===== config.mk =====
export PLATFORM = sky130hd
export DESIGN_NAME = wta_window_classifier
export DESIGN_NICKNAME = d
export VERILOG_FILES = /design/src/rtl/snn_pkg.sv /design/src/rtl/spike_counter_sat.sv /design/src/rtl/wta_window_classifier.sv
export SDC_FILE = /design/constraint.sdc
export NUM_CORES = 1
export LEC_CHECK = 0
export ABC_AREA = 0
export CELL_PAD_IN_SITES_DETAIL_PLACEMENT = 1
export CELL_PAD_IN_SITES_GLOBAL_PLACEMENT = 2
export CORE_ASPECT_RATIO = 0.6
export CORE_MARGIN = 8
export CORE_UTILIZATION = 40
export DETAILED_ROUTE_END_ITERATION = 8
export HOLD_SLACK_MARGIN = 0.02
export PLACE_DENSITY = 0.79
export SYNTH_ARGS = -nofsm -noshare
export SYNTH_HDL_FRONTEND = slang
export SYNTH_SLANG_ARGS = --single-unit

===== constraint.sdc =====
create_clock -name clk_i -period 5.35 [get_ports clk_i]
set_clock_uncertainty 0.15 [all_clocks]
set_input_delay 1.07 -clock clk_i [delete_from_list [all_inputs] [get_ports clk_i]]
set_output_delay 1.07 -clock clk_i [all_outputs]
set_load 0.005 [all_outputs]

===== src/rtl/snn_pkg.sv =====
// Shared SNN definitions: classifier FSM states and index-width helper.
package snn_pkg;

  // Winner-take-all window classifier states.
  typedef enum logic [1:0] {
    WTA_IDLE    = 2'd0,
    WTA_COUNT   = 2'd1,
    WTA_COMPARE = 2'd2,
    WTA_DONE    = 2'd3
  } wta_state_t;

  // Bits needed to index n items; never less than one bit so that a
  // single-item configuration still has a legal vector width.
  function automatic int unsigned idx_width(input int unsigned n);
    if (n <= 32'd1) begin
      return 32'd1;
    end else begin
      return $clog2(n);
    end
  endfunction

endpackage


===== src/rtl/spike_counter_sat.sv =====
// Per-node spike counter: synchronous clear, gated increment, saturating at all-ones.
module spike_counter_sat #(
  parameter int CNT_W = 8
) (
  input  logic             clk_i,
  input  logic             rst_ni,
  input  logic             clr_i,
  input  logic             en_i,
  input  logic             inc_i,
  output logic [CNT_W-1:0] cnt_o
);

  localparam logic [CNT_W-1:0] CNT_MAX = {CNT_W{1'b1}};

  logic [CNT_W-1:0] r_cnt;

  // Counter register: clear wins over increment; stick at CNT_MAX instead of wrapping.
  always_ff @(posedge clk_i or negedge rst_ni) begin
    if (!rst_ni) begin
      r_cnt <= '0;
    end else if (clr_i) begin
      r_cnt <= '0;
    end else if (en_i && inc_i && (r_cnt != CNT_MAX)) begin
      r_cnt <= r_cnt + CNT_W'(1'b1);
    end else begin
      r_cnt <= r_cnt;
    end
  end

  assign cnt_o = r_cnt;

endmodule


===== src/rtl/wta_window_classifier.sv =====
// Winner-take-all classifier: counts spikes per node over a fixed window,
// then scans the counters serially to pick the lowest-index maximum.
module wta_window_classifier
  import snn_pkg::*;
#(
  parameter int NUM_NODES  = 4,
  parameter int CNT_W      = 8,
  parameter int WINDOW_LEN = 16
) (
  input  logic                                 clk_i,
  input  logic                                 rst_ni,
  input  logic                                 start_i,
  input  logic [NUM_NODES-1:0]                 nodes_i,
  input  logic                                 ready_i,
  output logic                                 busy_o,
  output logic                                 valid_o,
  output logic [idx_width(NUM_NODES)-1:0]      winner_o,
  output logic [CNT_W-1:0]                     win_count_o,
  output logic                                 tie_o,
  output logic                                 none_o
);

  localparam int IDX_W = idx_width(NUM_NODES);
  localparam int TMR_W = idx_width(WINDOW_LEN);

  wta_state_t       r_state;
  wta_state_t       w_state_nxt;

  logic [TMR_W-1:0] r_tmr;
  logic [IDX_W-1:0] r_scan;

  logic [CNT_W-1:0] r_best_cnt;
  logic [IDX_W-1:0] r_best_idx;
  logic             r_best_tie;

  logic [CNT_W-1:0] w_best_cnt_nxt;
  logic [IDX_W-1:0] w_best_idx_nxt;
  logic             w_best_tie_nxt;

  logic             r_busy;
  logic             r_valid;
  logic [IDX_W-1:0] r_winner;
  logic [CNT_W-1:0] r_win_count;
  logic             r_tie;
  logic             r_none;

  logic             w_clr;
  logic             w_cnt_en;
  logic             w_last_sample;
  logic             w_last_scan;
  logic [CNT_W-1:0] w_scan_cnt;
  logic             w_take;
  logic [CNT_W-1:0] w_cnt [NUM_NODES];

  // Counters are wiped on the accepting start edge and only advance in COUNT.
  assign w_clr         = (r_state == WTA_IDLE) && start_i;
  assign w_cnt_en      = (r_state == WTA_COUNT);
  assign w_last_sample = (r_tmr == TMR_W'(WINDOW_LEN - 1));
  assign w_last_scan   = (r_scan == IDX_W'(NUM_NODES - 1));

  genvar g;
  generate
    for (g = 0; g < NUM_NODES; g++) begin : g_node
      spike_counter_sat #(
        .CNT_W (CNT_W)
      ) u_counter (
        .clk_i  (clk_i),
        .rst_ni (rst_ni),
        .clr_i  (w_clr),
        .en_i   (w_cnt_en),
        .inc_i  (nodes_i[g]),
        .cnt_o  (w_cnt[g])
      );
    end
  endgenerate

  // State register.
  always_ff @(posedge clk_i or negedge rst_ni) begin
    if (!rst_ni) begin
      r_state <= WTA_IDLE;
    end else begin
      r_state <= w_state_nxt;
    end
  end

  // Next-state logic; start_i is only looked at in IDLE, so there is no abort path.
  always_comb begin
    w_state_nxt = r_state;
    case (r_state)
      WTA_IDLE: begin
        if (start_i) begin
          w_state_nxt = WTA_COUNT;
        end else begin
          w_state_nxt = WTA_IDLE;
        end
      end
      WTA_COUNT: begin
        if (w_last_sample) begin
          w_state_nxt = WTA_COMPARE;
        end else begin
          w_state_nxt = WTA_COUNT;
        end
      end
      WTA_COMPARE: begin
        if (w_last_scan) begin
          w_state_nxt = WTA_DONE;
        end else begin
          w_state_nxt = WTA_COMPARE;
        end
      end
      WTA_DONE: begin
        if (ready_i) begin
          w_state_nxt = WTA_IDLE;
        end else begin
          w_state_nxt = WTA_DONE;
        end
      end
      default: begin
        w_state_nxt = WTA_IDLE;
      end
    endcase
  end

  // Window timer counts COUNT edges; scan pointer walks the nodes during COMPARE.
  always_ff @(posedge clk_i or negedge rst_ni) begin
    if (!rst_ni) begin
      r_tmr  <= '0;
      r_scan <= '0;
    end else begin
      case (r_state)
        WTA_COUNT: begin
          r_scan <= '0;
          if (w_last_sample) begin
            r_tmr <= '0;
          end else begin
            r_tmr <= r_tmr + TMR_W'(1'b1);
          end
        end
        WTA_COMPARE: begin
          r_tmr <= '0;
          if (w_last_scan) begin
            r_scan <= '0;
          end else begin
            r_scan <= r_scan + IDX_W'(1'b1);
          end
        end
        default: begin
          r_tmr  <= '0;
          r_scan <= '0;
        end
      endcase
    end
  end

  // Node 0 always seeds the running best; later nodes replace it only when
  // strictly greater, so ties keep the lower index and just raise the tie flag.
  assign w_scan_cnt = w_cnt[r_scan];
  assign w_take     = (r_scan == '0) || (w_scan_cnt > r_best_cnt);

  // Running-best update for the node currently under the scan pointer.
  always_comb begin
    w_best_cnt_nxt = r_best_cnt;
    w_best_idx_nxt = r_best_idx;
    w_best_tie_nxt = r_best_tie;
    if (w_take) begin
      w_best_cnt_nxt = w_scan_cnt;
      w_best_idx_nxt = r_scan;
      w_best_tie_nxt = 1'b0;
    end else if (w_scan_cnt == r_best_cnt) begin
      w_best_tie_nxt = 1'b1;
    end else begin
      w_best_tie_nxt = r_best_tie;
    end
  end

  // Running-best registers advance only while scanning.
  always_ff @(posedge clk_i or negedge rst_ni) begin
    if (!rst_ni) begin
      r_best_cnt <= '0;
      r_best_idx <= '0;
      r_best_tie <= 1'b0;
    end else if (r_state == WTA_COMPARE) begin
      r_best_cnt <= w_best_cnt_nxt;
      r_best_idx <= w_best_idx_nxt;
      r_best_tie <= w_best_tie_nxt;
    end else begin
      r_best_cnt <= r_best_cnt;
      r_best_idx <= r_best_idx;
      r_best_tie <= r_best_tie;
    end
  end

  // Registered outputs: status flags follow the next state; the result is
  // captured on the final scan edge and held until the next capture.
  always_ff @(posedge clk_i or negedge rst_ni) begin
    if (!rst_ni) begin
      r_busy      <= 1'b0;
      r_valid     <= 1'b0;
      r_winner    <= '0;
      r_win_count <= '0;
      r_tie       <= 1'b0;
      r_none      <= 1'b0;
    end else begin
      r_busy  <= (w_state_nxt != WTA_IDLE);
      r_valid <= (w_state_nxt == WTA_DONE);
      if ((r_state == WTA_COMPARE) && w_last_scan) begin
        if (w_best_cnt_nxt == '0) begin
          r_winner    <= '0;
          r_win_count <= '0;
          r_tie       <= 1'b0;
          r_none      <= 1'b1;
        end else begin
          r_winner    <= w_best_idx_nxt;
          r_win_count <= w_best_cnt_nxt;
          r_tie       <= w_best_tie_nxt;
          r_none      <= 1'b0;
        end
      end else begin
        r_winner    <= r_winner;
        r_win_count <= r_win_count;
        r_tie       <= r_tie;
        r_none      <= r_none;
      end
    end
  end

  assign busy_o      = r_busy;
  assign valid_o     = r_valid;
  assign winner_o    = r_winner;
  assign win_count_o = r_win_count;
  assign tie_o       = r_tie;
  assign none_o      = r_none;

endmodule


# ---- Word level (Yosys, flattened, before mapping)
# Index checks and enable logic that the tools add are counted.
dict set report totals {
  register_bits 65
  out_inout_bits 14
  inputBits 8
}
dict set report op_classes {
  bitwise_logic 1
  muxes 28
  magnitude_cmp 2
  n_eq_ne 11
  reduce_logical 19
  n_addsub 6
}
# op n
set ops {}
lappend ops {{$mux 8} 12}
lappend ops {{$add 8x1->8 const B} 4}
lappend ops {{$ne 8x8->1 const B} 4}
lappend ops {{$bmux 8 s2} 1}
lappend ops {{$mux 2} 6}
lappend ops {{$logic_and 1x1->1} 10}
lappend ops {{$reduce_bool 2->1} 5}
lappend ops {{$eq 2x2->1 const B} 4}
lappend ops {{$eq 8x8->1} 1}
lappend ops {{$gt 8x8->1} 1}
lappend ops {{$logic_not 8->1} 1}
lappend ops {{$mux 4} 2}
lappend ops {{$pmux 2 s4} 1}
lappend ops {{$mux 1} 6}
lappend ops {{$add 4x1->4 const B} 1}
lappend ops {{$eq 4x4->1 const B} 1}
lappend ops {{$logic_not 2->1} 2}
lappend ops {{$ge 3x3->1 const B} 1}
lappend ops {{$not 2->3} 1}
lappend ops {{$add 2x1->2 const B} 1}
lappend ops {{$eq 2x1->1 const B} 1}
lappend ops {{$logic_or 1x1->1} 1}

# ---- Depth between registers and ports, before layout
# Gate-level depths: netlist of the first run.
dict set report depth {
  ltp_word 9
  depth_mapped 12
  ltp_nobuf 9
}

# ---- By module
# A second synthesis of the first run with hierarchy kept.
dict set report hier_totals {
  cells_unflattened 345
  hier_area_um2 3564.7
}
# module area_each_um2 instances seq_area_each_um2 cells_each
set by_module_without_submodules {}
lappend by_module_without_submodules {wta_window_classifier 1908.1 1 825.8 173}
lappend by_module_without_submodules {spike_counter_sat 414.1 4 200.2 43}

# ---- Worst setup path before layout of the first run
# OpenSTA, ideal clock, no wires.
dict set report synth_path {
  path_type {reg2reg}
  from {register r_scan[0]}
  to {register r_best_cnt[1]}
  stages_incl_launch_ff 11
  n_path_buf 2
  required_ps 5075
  period_less_slack_ps 3002
  setup_slack_ps 2348
  arrival_time_ps 2727
  path_cell_list {dfrtp_1 -> buf_6 -> mux4_2 -> ha_1 -> nand4_1 -> nor2_1 -> a21oi_1 -> or3_1 -> buf_2 -> nand2_2 -> mux2_2}
}
dict set report synth_between {
  elab_chain_cells 7
  elab_cells_between_ends 8
  classes_between {order compare: 1; mux: 4; bitwise: 1; reduce/logical: 2}
}
# element line_no
set synth_lines {}
lappend synth_lines {{from (decl)} wta_window_classifier.sv:30} ;# logic [IDX_W-1:0] r_scan;
lappend synth_lines {{from (signal assigned)} wta_window_classifier.sv:144} ;# r_scan <= r_scan + IDX_W'(1'b1);
lappend synth_lines {{$not 2->3 (implied by the code)} wta_window_classifier.sv:157} ;# assign w_scan_cnt = w_cnt[r_scan];
lappend synth_lines {{$bmux 8 s2} wta_window_classifier.sv:157}
lappend synth_lines {{$mux 8 (implied by the code) (2 in series)} wta_window_classifier.sv:157}
lappend synth_lines {{$gt 8x8->1} wta_window_classifier.sv:158} ;# assign w_take = (r_scan == '0) || (w_scan_cnt > r_best_cnt);
lappend synth_lines {{$logic_or 1x1->1} wta_window_classifier.sv:158}
lappend synth_lines {{$mux 8 (*)} wta_window_classifier.sv:165} ;# if (w_take) begin
lappend synth_lines {{to (signal assigned)} wta_window_classifier.sv:183} ;# r_best_cnt <= w_best_cnt_nxt;
lappend synth_lines {{to (signal assigned)} wta_window_classifier.sv:187} ;# r_best_cnt <= r_best_cnt;
lappend synth_lines {{to (decl)} wta_window_classifier.sv:32} ;# logic [CNT_W-1:0] r_best_cnt;
# Every way passes the cells marked *; elsewhere a longest branch is shown, timed or not. The select of a mux whose other input is x is not followed.
# A chain may end at the register's enable or synchronous reset.

# ---- Worst setup path in the final report of the first run
# Same ends and word-level chain as after synthesis.

==> results of run 1 <==
[worst max path at each step]
stage / startpoint / end / slack, ns
after floorplan: r_scan[0]$_DFF_PN0_ / r_best_cnt[1]$_DFFE_PN0P_ / 2.35
final: r_scan[0]$_DFF_PN0_ / r_best_cnt[1]$_DFFE_PN0P_ / 1.45
after detailed placement: r_scan[0]$_DFF_PN0_ / r_best_cnt[7]$_DFFE_PN0P_ / 1.44
after global placement: r_scan[0]$_DFF_PN0_ / r_best_cnt[1]$_DFFE_PN0P_ / 1.55
after CTS: r_scan[0]$_DFF_PN0_ / r_best_cnt[1]$_DFFE_PN0P_ / 1.42
after global routing: r_scan[0]$_DFF_PN0_ / r_best_cnt[1]$_DFFE_PN0P_ / 1.20
[routing by layer]
layer,wire (um),vias to the layer above,part of all wire
li1,-,1151,-
met1,4180,1237,0.50
met2,3750,37,0.44
met3,349,14,0.041
met4,145,0,0.017
met5,0,-,0
[state kept, by name, indices dropped and copies added, names as in the netlist, 2 cells and up]
name and count:
g_node.u_counter.cnt_o 32, r_best_cnt 8, r_best_idx 2, r_scan 2, r_state 2, r_tmr 4, win_count_o 8, winner_o 2
[worst max-delay path, delay by kind of cell, from the launching register on]
family | cells | cell delay, ns
DFF | 1 | 0.73
adders and majority gates | 1 | 0.34
and+or+nand+nor | 4 | 1.33
muxes | 2 | 1.12
AOI/OAI and AO/OA | 1 | 0.11
[cell usage after synthesis (3+ instances only)]
cell type	instances	area, um2
ha_1	15	188
mux2i_1	15	150
and2_1	5	31.3
nor2b_1	3	18.8
and3_1	3	18.8
xor2_1	18	158
nand3_1	10	50.1
mux2_2	7	78.8
or3_1	7	43.8
clkbuf_1	5	18.8
a21oi_1	11	55.1
o21ai_0	23	115
mux4_2	7	158
inv_1	13	48.8
o211a_1	3	30.0
buf_2	4	20.0
nor2_1	32	120
nand4_1	13	81.3
nand2_1	23	86.3
dfrtp_1	65	1630
xnor2_1	6	52.6
[placed cells by master (no fill, tap or decap), types with 5 or more instances in the layout]
cell type        instances
dfrtp_1                 65
ha_1                    15
nand2_1                 23
mux4_2                   7
nand3_1                 10
clkbuf_16                9
a21oi_1                 11
mux2_2                   7
clkdlybuf4s50_1         20
and2_1                   5
xor2_1                  18
inv_1                   13
o21ai_0                 23
nand4_1                 13
mux2i_1                 15
xnor2_1                  6
or3_1                    7
nor2_1                  32
[logic make-up (layout without fill, tap and decap cells)]
group / after synthesis / after routing / share of synthesized area
xor+xnor: 24 / 24 / 0.0625
fa+ha+maj: 15 / 15 / 0.0558
compound gates: 48 / 48 / 0.0881
mux: 30 / 30 / 0.123
simple gates: 106 / 106 / 0.156
buf+inv: 24 / 52 / 0.0316
flops: 65 / 65 / 0.483
[metrics by stage]
step	instance area, um2	worst slack [ns]	power (W)	std cells	hold WS, ns
after floorplan	3360	2.35	0.00100	312	0.280
after global placement	3670	1.55	0.00114	436	0.301
after detailed placement	3670	1.44	0.00115	436	0.327
after CTS	3980	1.42	0.00177	452	0.339
after global routing	3980	1.20	0.00185	452	0.346
final	3980	1.45	0.00175	452	0.331
[cell type report]
type                            instances  area, um2
Fill cell                             923       4350
Timing Repair Buffer                   23        220
Tap cell                              112        140
Clock buffer                           14        274
Sequential cell                        65       1630
Inverter                               13       48.8
Multi-Input combinational cell        223       1640
Clock inverter                          2       35.0
[power by group through the flow]
stage	Combinational (W)	Sequential, W	Clock [W]
final	0.000456	0.000687	0.000606
after global routing	0.000517	0.000700	0.000638
after CTS	0.000464	0.000686	0.000621
after detailed placement	0.000459	0.000692	0
after global placement	0.000448	0.000689	0
after floorplan	0.000358	0.000644	0
==> results.ini, run 1 <==
[run_status]
status=finished, final reports clean

[detailed_routing]
drt-vias-per-instance=5.40
drtIter0Drc=99
drc=0
first_pass_iters=4
dr_total_vias=2439
wl_um=8430
wire_per_inst_um=18.6
ant_nets=0

[timing]
max_freq_mhz=256
worstMarginPinSlew_ns=0.782
hold_viol=0
period_share=0.729
period_needed_ns=3.90
finalSetupViolCount=0
rsz0062_at_grt=no
finalMaxSlewViolations=0
slew_headroom=0.479
fin_setup_tns_ns=0

[grt]
met1_usage=0.210
grt_pass1_vias=2695
grt-ovfl-total=0
gr-usage-all-layers=0.160
grt_start_max_net_pins=34
grt_pass1_wl_um=14400
antenna_found_initial=0
grt_busiest_layer=met2
grtUsageMet3=0.0472
global_route.usage.met2=0.244

[critical_path]
r2r-start=r_scan[0]$_DFF_PN0_
worst-r2r-cell-count=8
regToRegSetupSlack_ns=1.45
max_stage_delay_ns=0.75
critPathKind=reg -> reg
rr_endpoint=r_best_cnt[1]$_DFFE_PN0P_
crit_path_end_kind=flip-flop
arrival_ns=3.97
start_kind=flip-flop
required_ns=5.42
critical_path.cell_chain=mux4_1, ha_1, nand4_1, nor2_1, a21oi_1, or3_1, nand2_2, mux2_2
path_max_fanout=12
crit_slowest_cell=mux4_1

[power_and_ir_drop]
p_sw_w=0.000570
sw_frac_of_total=0.326
p_per_area_mw_per_mm2=439
power_report.internal_total_w=0.00118
p_leak_nw=1.80
clkPwrFrac=0.347
pwr-share-comb=0.261
seqPwrFrac=0.393
ir_worst_vdd_v=0.000199

[yosys]
ys.flop_type=dfrtp_1
synth-edff-count=0
synthCells=312
synthArstFlopShare=1.00
synthesis.area_mm2=0.00336
ys_seq_area_frac=0.483
ys_seq_elements=65
yosys_warnings=0
synth_area_per_cell_um2=10.8
synth_cell_types=41
syn-num-nets=335

[min_path]
worstHoldStart=win_count_o[0]$_DFFE_PN0P_
holdPathEnd=win_count_o[0]$_DFFE_PN0P_
hold_class=reg -> reg
min_path_cells=2

[clock_tree]
clk_pin_slew_ns=0.05
post_cts_resized=0
hold_buffers=0
numClockSinks=65
numCtsBuffers=9
cts_tree=built
clock_path_buffers=2
htree_levels=3
root_buffer=clkbuf_16
clk_latency_ns=0.34
cts_setup_buffers=0

[die]
ios=22
rows=26
core_mm2=0.00833
die_area_mm2=0.0117
die_w_um=134
chipHeight_um=87.0
start_util=0.404

[cells_and_area]
post-route-util=0.478
drive_gt1_frac=0.112
diodes=0
flow.area_growth_from_synthesis_pct=18.3
layout.nets=358

[place]
dp_hpwl_um=6000
place_congestion=0.798
port_buffers=21

[run]
max_cap_viol_count=0

No activity file was read; power rests on OpenSTA's default activity.
==> run 2: changes to the inputs <==
--- a/config.mk
+++ b/config.mk
@@ -10,10 +10,10 @@
 export CELL_PAD_IN_SITES_GLOBAL_PLACEMENT = 2
 export CORE_ASPECT_RATIO = 0.6
 export CORE_MARGIN = 8
-export CORE_UTILIZATION = 40
+export CORE_UTILIZATION = 39
 export DETAILED_ROUTE_END_ITERATION = 8
 export HOLD_SLACK_MARGIN = 0.02
-export PLACE_DENSITY = 0.79
+export PLACE_DENSITY = 0.77
 export SYNTH_ARGS = -nofsm -noshare
 export SYNTH_HDL_FRONTEND = slang
 export SYNTH_SLANG_ARGS = --single-unit
==> constraint.sdc (replaced) <==
create_clock -name clk_i -period 3.6 [get_ports clk_i]
set_clock_uncertainty 0.15 [all_clocks]
set_input_delay 0.72 -clock clk_i [delete_from_list [all_inputs] [get_ports clk_i]]
set_output_delay 0.72 -clock clk_i [all_outputs]
set_load 0.005 [all_outputs]
==> run 2 against run 1 <==
Against the previous run:
- power up 49%
- core utilization down 0.20 points
- first-iteration DRC count up 15%
- count of clock-buffer cells in the layout unchanged
- fmax up 17%
- die area up 2.2%
- via count down 2.7%
==> results.ini, run 2 (same netlist as run 1, synthesis figures left out) <==
[die]
chipHeight_um=87.9
ios=22
rows=26
start_util=0.398
die_area_mm2=0.0120
die_w_um=136
core_mm2=0.00846

[power_and_ir_drop]
p_per_area_mw_per_mm2=649
ir_worst_vdd_v=0.000286
p_leak_nw=1.83

[timing]
worstMarginPinSlew_ns=0.654
worst_slack_ns=0.275
fin_setup_tns_ns=0
max_freq_mhz=301
finalMaxSlewViolations=0
finalSetupViolCount=0
period_share=0.924
period_needed_ns=3.32
slew_headroom=0.563
rsz0062_at_grt=no
hold_viol=0

[critical_path]
path_max_fanout=11
regToRegSetupSlack_ns=0.28
path_delay_family=simple AND/OR/NAND/NOR gates
arrival_ns=3.43
start_kind=flip-flop
critPathKind=reg -> reg
max_stage_delay_ns=0.58
worstSetupPathDepth=10
critical_path.cell_chain=buf_4, mux4_2, ha_1, nand4_1, nor2_1, a21oi_1, or3_1, buf_4, o2111ai_2, a21boi_2
required_ns=3.70
cp_num_buf_inv=2
crit_path_end_kind=flip-flop
cpMostUsedCell=buf_4
crit_slowest_cell=mux4_2
worst-r2r-cell-count=10

[clock_tree]
numClockSinks=65
post_cts_resized=0
numCtsBuffers=9
cts_setup_buffers=0
clk_pin_slew_ns=0.05
clock_path_buffers=2
hold_buffers=0
cts_tree=built
clk_latency_ns=0.33
htree_levels=3
root_buffer=clkbuf_16

[grt]
gr-usage-all-layers=0.153
grt_pass1_vias=2582
grt_start_max_net_pins=34
antenna_found_initial=0
grt-ovfl-total=0
grt_pass1_wl_um=13900

[place]
place_congestion=0.842
place_ws_ns=0.288
port_buffers=21
dp_hpwl_um=6040

[cells_and_area]
final_common_cell=dfrtp_1
drive_gt1_frac=0.127
flow.area_growth_from_synthesis_pct=19.7
post-route-util=0.476
largest_reg_flops=32
diodes=0
layout.nets=364
final_cell_mix=dfrtp_1 (65), nor2_1 (32), nand2_1 (23), o21ai_0 (23), clkdlybuf4s50_1 (20)

[detailed_routing]
dr_total_vias=2373
drt-vias-per-instance=5.18
drtIter0Drc=114
ant_nets=0
wl_um=8050
drc=0
first_pass_iters=4
wire_per_inst_um=17.6

[min_path]
hold_class=in -> async

[run_status]
status=finished, final reports clean

[run]
max_cap_viol_count=0

==> run 2: changes by cell type in the layout (fill, tap and decap cells not counted) <==
| cell | delta |
|---|---|
| buf_4 | +6 |
==> run 2: path summary, 6_finish.rpt <==
kind,end,from
worst max-delay path,none_o$_DFFE_PN0P_,r_scan[0]$_DFF_PN0_
worst min-delay path,g_node[2].u_counter.cnt_o[1]$_DFFE_PN0P_,rst_ni
worst max register to register,none_o$_DFFE_PN0P_,r_scan[0]$_DFF_PN0_
worst min register to register,r_tmr[0]$_DFF_PN0_,r_tmr[0]$_DFF_PN0_
max in group asynchronous,g_node[1].u_counter.cnt_o[4]$_DFFE_PN0P_,rst_ni
min in group clk_i,r_tmr[0]$_DFF_PN0_,r_tmr[0]$_DFF_PN0_
==> run 2: layout make-up <==
class                           instances  area, um2
Inverter                               13       48.8
Clock inverter                          2       35.0
Clock buffer                           14        274
Tap cell                              112        140
Sequential cell                        65       1630
Fill cell                             932       4430
Multi-Input combinational cell        223       1640
Timing Repair Buffer                   29        265
==> run 2: report_power, final <==
group          internal [W]  switching, W
combinational      0.000324      0.000383
sequential         0.000857      0.000148
clock              0.000592      0.000310
total               0.00177      0.000841
==> run 2: layer usage <==
layer	routed length, um	up-vias	global-route usage
li1	-	1164	-
met1	4340	1173	0.216
met2	3270	25	0.211
met3	300	11	0.0481
met4	132	0	0.0624
met5	0	-	0
==> run 2: stage by stage <==
stage,std cells,area (um2),total power [W],hold WS [ns]
6_report,458,4030,0.00261,0.265
5_1_grt,458,4030,0.00279,0.322
4_1_cts,458,4030,0.00265,0.281
3_5_place_dp,442,3720,0.00173,0.316
3_3_place_gp,442,3720,0.00173,0.308
2_1_floorplan,312,3360,0.00149,0.274
